`src/rtl/instruction_fetch_unit.sv`:
```
// Generic synchronous FIFO: head is read combinationally from storage; 0-cycle read, 1-cycle write.
// No internal backpressure: caller must never push when full without a same-cycle pop.
module fifo #(
  parameter int WIDTH = 32,
  parameter int DEPTH = 4,
  localparam int AW = $clog2(DEPTH),
  localparam int CW = AW + 1
) (
  input  logic             clk,
  input  logic             rst,
  input  logic             flush,
  input  logic             push,
  input  logic [WIDTH-1:0] push_dat,
  input  logic             pop,
  output logic [WIDTH-1:0] head_dat,
  output logic [CW-1:0]    count
);
  logic [WIDTH-1:0] mem [DEPTH];
  logic [AW-1:0]    wr_ptr;
  logic [AW-1:0]    rd_ptr;

  always_ff @(posedge clk) begin
    if (push) mem[wr_ptr] <= push_dat;
  end

  always_ff @(posedge clk) begin
    if (rst || flush) begin
      wr_ptr <= '0;
      rd_ptr <= '0;
      count  <= '0;
    end else begin
      if (push) wr_ptr <= wr_ptr + AW'(1);
      if (pop)  rd_ptr <= rd_ptr + AW'(1);
      count <= count + CW'(push) - CW'(pop);
    end
  end

  assign head_dat = mem[rd_ptr];

  always_ff @(posedge clk) begin
    if (!rst && !flush) assert (!(push && !pop && count == CW'(DEPTH)));
  end
endmodule

// Fetch front end: issues word reads to a 1-cycle RAM, queues {instr, pc}; first instr 2 cycles after issue.
// Issue stalls once queued + in-flight reaches DEPTH; redirect flushes queue and in-flight reads.
module instruction_fetch_unit #(
  parameter int                    ADDR_WIDTH = 32,
  parameter int                    DEPTH      = 4,
  parameter logic [ADDR_WIDTH-1:0] RESET_PC   = '0
) (
  input  logic                  clk,
  input  logic                  rst,
  output logic [ADDR_WIDTH-1:0] mem_a,
  output logic                  mem_rw,
  input  logic [31:0]           mem_dout,
  input  logic                  redirect,
  input  logic [ADDR_WIDTH-1:0] redirect_pc,
  output logic [31:0]           instr,
  output logic [ADDR_WIDTH-1:0] instr_pc,
  output logic                  instr_valid,
  input  logic                  instr_ready
);
  localparam int CW = $clog2(DEPTH) + 1;
  localparam int OW = CW + 1;

  typedef struct packed {
    logic [31:0]           instr;
    logic [ADDR_WIDTH-1:0] pc;
  } entry_t;

  logic [ADDR_WIDTH-1:0] pc_q;
  logic [ADDR_WIDTH-1:0] s1_pc;
  logic [ADDR_WIDTH-1:0] s2_pc;
  logic                  s1_vld;
  logic                  s2_vld;
  logic                  issue;
  logic                  pop;
  logic [CW-1:0]         count;
  logic [OW-1:0]         occ;
  entry_t                push_ent;
  entry_t                head_ent;

  assign mem_rw = 1'b0;

  // Same-cycle pop is not credited, so issue never depends on instr_ready.
  assign occ   = OW'(count) + OW'(s1_vld) + OW'(s2_vld);
  assign issue = occ < OW'(DEPTH);

  always_ff @(posedge clk) begin
    if (rst) begin
      pc_q   <= RESET_PC;
      mem_a  <= RESET_PC;
      s1_vld <= 1'b0;
      s1_pc  <= '0;
      s2_vld <= 1'b0;
      s2_pc  <= '0;
    end else begin
      s2_pc  <= s1_pc;
      s2_vld <= s1_vld & ~redirect;
      if (redirect) begin
        mem_a  <= redirect_pc;
        s1_vld <= 1'b1;
        s1_pc  <= redirect_pc;
        pc_q   <= redirect_pc + ADDR_WIDTH'(1);
      end else if (issue) begin
        mem_a  <= pc_q;
        s1_vld <= 1'b1;
        s1_pc  <= pc_q;
        pc_q   <= pc_q + ADDR_WIDTH'(1);
      end else begin
        s1_vld <= 1'b0;
      end
    end
  end

  assign push_ent = '{instr: mem_dout, pc: s2_pc};

  fifo #(
    .WIDTH ($bits(entry_t)),
    .DEPTH (DEPTH)
  ) u_fifo (
    .clk      (clk),
    .rst      (rst),
    .flush    (redirect),
    .push     (s2_vld),
    .push_dat (push_ent),
    .pop      (pop),
    .head_dat (head_ent),
    .count    (count)
  );

  assign instr_valid = (count != '0);
  assign pop         = instr_valid & instr_ready;
  assign instr       = instr_valid ? head_ent.instr : '0;
  assign instr_pc    = instr_valid ? head_ent.pc : '0;
endmodule
```
`config.mk`:
```
export PLATFORM = sky130hd
export DESIGN_NAME = instruction_fetch_unit
export DESIGN_NICKNAME = d
export VERILOG_FILES = /design/src/rtl/instruction_fetch_unit.sv
export SDC_FILE = /design/constraint.sdc
export NUM_CORES = 1
export LEC_CHECK = 0
export ABC_AREA = 1
export CAP_MARGIN = 20
export CELL_PAD_IN_SITES_DETAIL_PLACEMENT = 1
export CELL_PAD_IN_SITES_GLOBAL_PLACEMENT = 1
export CORE_MARGIN = 2
export CORE_UTILIZATION = 47
export DETAILED_ROUTE_END_ITERATION = 10
export PLACE_DENSITY = 0.87
export SYNTH_ARGS = -nofsm -noshare
export SYNTH_HDL_FRONTEND = slang
export SYNTH_SLANG_ARGS = --single-unit
```
`constraint.sdc`:
```
create_clock -name clk -period 6.7 [get_ports clk]
set_input_delay 1.34 -clock clk [delete_from_list [all_inputs] [get_ports clk]]
set_output_delay 1.34 -clock clk [all_outputs]
set_load 0.005 [all_outputs]
```
==> qor.csv <==
stage,metric,value,unit
setup_path,rrSetupSlack,3.71,ns
setup_path,path_max_fanout,97,
setup_path,critPathLaunchType,flip-flop,
route,wire_per_inst,19.66,µm
clock_tree,cts_resized,0,
clock_tree,cts_hold_buf,0,
yosys,avgSynthCellArea,9.966,µm²
run_status,status,finished clean,
floorplan,dieArea,33340,µm²
global_routing,met2_usage,42.62,%
sta,finClkSkew,0.01003,ns
global_routing,grt_max_degree,98,
power,p_leak,0.006801,µW
yosys,netlist_area,14990,µm²
cells_and_area,final_nets,1723,
clock_tree,postCtsSetupRepairBufs,0,
clock_tree,cts-buffers-inserted,37,
cells_and_area,fin_cells,2075,
global_routing,grt_busiest_layer,met2,
route,ant_nets,0,
yosys,synth_ff_type,edfxtp_1,
setup_path,rr_startpoint,u_fifo.count[1],
global_routing,use_met3,3.113,%
global_routing,grt-ovfl-total,0,
sta,setup_violations,0,
cells_and_area,fill_cells,3408,
sta,whs,0.4356,ns
power,peakVddDrop,0.1556,mV
setup_path,r2r_cells,13,
route,dr.pass1.iters,5,
clock_tree,clkSlewWorstSetupHoldPaths,0.07,ns
yosys,synth_edf_count,256,
cells_and_area,syn_to_final_growth,21.26,%
sta,setup_tns,0,ns
route,drt_iter0_markers,842,
setup_path,critPathArrivalTime,3.41,ns
setup_path,end_kind,output port,
global_routing,antenna_found_initial,0,
place,gp_congestion,0.8471,
sta,rsz0062_at_grt,false,
min_path,hold_class,reg2reg,
setup_path,worstSetupPathType,reg2out,
sta,tightest_slew,1.097,ns
clock_tree,cts-root-buf,clkbuf_16,
clock_tree,clockBufferDepth,3,
global_routing,grt_pass1_vias,11860,
sta,clock.fmax,210.5,MHz
place,port_buffers,164,
yosys,synth.net_count,1582,
yosys,synth_cell_types,44,
clock_tree,clk_latency,0.54,ns
route,viasPerCell,5.392,
setup_path,r2r_end,u_fifo.count[2],
route,drt_wl_total,40.79,mm
sta,fin_crit_sh,70.91,%
global_routing,grt_pass1_wl,63.38,mm
floorplan,dieWidth,182.6,µm
sta,finalHoldViolCount,0,
cells_and_area,drive_gt1_share,7.890,%
yosys,async_flop_share,0,%
floorplan,initial_core_util,47.62,%
route,vias,11190,
route,route.detailed.drc,0,
clock_tree,cts.sink_count,363,
floorplan,num_rows,65,
flow_run,maxCapViolCount,0,
place,dp_hpwl,25.46,mm
global_routing,met1_usage,31.62,%
clock_tree,htree_levels,2,
global_routing,grt_use_total,24.43,%
yosys,synth_cells,1504,
cells_and_area,final_common_cell,nor2_1,
sta,fin_crit,4.751,ns
yosys,yosysSeqAreaShare,65.58,%
setup_path,timing.critical_path.to,instr_pc[18],
place,dp.cells,2007,
yosys,ys_ff_latch,363,
floorplan,die_height,182.6,µm
floorplan,core,31470,µm²
yosys,yosysWarningCount,0,
setup_path,worstPathRequired,5.36,ns
cells_and_area,mostFrequentLayoutCells,"nor2_1 (414), edfxtp_1 (256), nand2_1 (177), clkdlybuf4s50_1 (164), o21ai_0 (158)",
sta,slew_violations,0,
floorplan,pin_count,166,
power,p_per_area,281.9,nW/µm²
sta,maxSlewHeadroom,26.86,%
cells_and_area,insertedDiodeCount,0,
clock_tree,cts_tree,yes,
[logic make-up (layout without fill, tap and decap cells)]
logic type,Yosys count,in the layout,synth area share (%)
AO/OA/AOI/OAI,267,267,9.449
XOR/XNOR,8,8,0.4675
adder cells (fa/ha/maj),10,10,0.8848
buffers and inverters,189,358,5.367
flip-flops,363,363,65.58
other,1,1,0.02502
AND/OR/NAND/NOR,666,666,18.23
[registers in the layout, indices dropped and copies added (netlist names), named ones only]
name / flops
u_fifo.mem: 256
pc_q: 32
s1_pc: 32
s2_pc: 32
u_fifo.count: 3
u_fifo.rd_ptr: 2
u_fifo.wr_ptr: 2
s1_vld: 1
s2_vld: 1
[layer usage]
metal / routed length, µm / vias to the layer above / part of all wire, %
li1: - / 5250 / -
met1: 17550 / 5486 / 43
met2: 20250 / 376 / 50
met3: 2022 / 77 / 5.0
met4: 964 / 0 / 2.4
met5: 0 / - / 0
[stage by stage]
stage | power [µW] | utilization [%] | cell area [µm²] | worst slack [ns]
floorplan | 2772 | - | 14990 | 3.917
global placement | 2982 | 53.62 | 16870 | 2.619
detailed placement | 3003 | 53.62 | 16870 | 2.512
CTS | 5154 | 57.69 | 18160 | 1.861
global route | 5286 | 57.75 | 18180 | 1.714
finish | 5124 | 57.75 | 18180 | 1.949
[worst max-delay path, cell delays in order, from the launching register on]
cell,delay [ns]
dfxtp_4,0.59
buf_4,0.88
nor2_1,0.12
nor2_1,0.21
o21ai_0,0.15
a21oi_1,0.32
clkdlybuf4s50_1,0.57
[worst min-delay path by stage]
stage	startpoint	cells after the start	to
2_1_floorplan	s1_vld	2	s2_vld
3_3_place_gp	s1_pc[24]	2	s2_pc[24]
3_5_place_dp	s1_pc[4]	2	s2_pc[4]
4_1_cts	s1_pc[4]	2	s2_pc[4]
5_1_grt	s1_pc[27]	2	s2_pc[27]
6_report	s1_pc[4]	2	s2_pc[4]
[cell usage after synthesis (3+ instances only)]
| library cell | n | area (µm²) |
|---|---|---|
| a21boi_0 | 4 | 30.03 |
| a21oi_1 | 81 | 405.4 |
| a31oi_1 | 5 | 31.28 |
| buf_1 | 20 | 75.07 |
| buf_2 | 7 | 35.03 |
| buf_6 | 4 | 45.04 |
| clkbuf_1 | 41 | 153.9 |
| dfxtp_1 | 107 | 2142 |
| edfxtp_1 | 256 | 7687 |
| ha_1 | 9 | 112.6 |
| inv_1 | 105 | 394.1 |
| inv_2 | 5 | 18.77 |
| nand2_1 | 177 | 664.4 |
| nand2_2 | 14 | 87.58 |
| nand3_1 | 23 | 115.1 |
| nand3_2 | 3 | 30.03 |
| nand4_1 | 6 | 37.54 |
| nor2_1 | 416 | 1562 |
| nor2_2 | 10 | 62.56 |
| nor2_4 | 9 | 101.4 |
| o21a_1 | 3 | 22.52 |
| o21ai_0 | 158 | 790.8 |
| o21ai_2 | 5 | 43.79 |
| o21bai_1 | 4 | 30.03 |
| xor2_1 | 7 | 61.31 |
[power by group]
| group | leakage [µW] | switching, µW | internal [µW] |
|---|---|---|---|
| registers | 0.00322 | 48.3 | 2470 |
| clock network | 0.000626 | 875 | 1290 |
| logic | 0.00295 | 250 | 190 |
| total | 0.00680 | 1170 | 3950 |
[area by class of cell]
class | instances | area [µm²] | share of cell area [%]
Clock buffer | 46 | 1022 | 5.624
Tap cell | 402 | 503.0 | 2.767
Clock inverter | 21 | 259.0 | 1.425
Timing Repair Buffer | 179 | 1767 | 9.720
Inverter | 112 | 425.4 | 2.340
Multi-Input combinational cell | 952 | 4365 | 24.02
Sequential cell | 363 | 9834 | 54.11
Power figures use the tool's default switching activity.
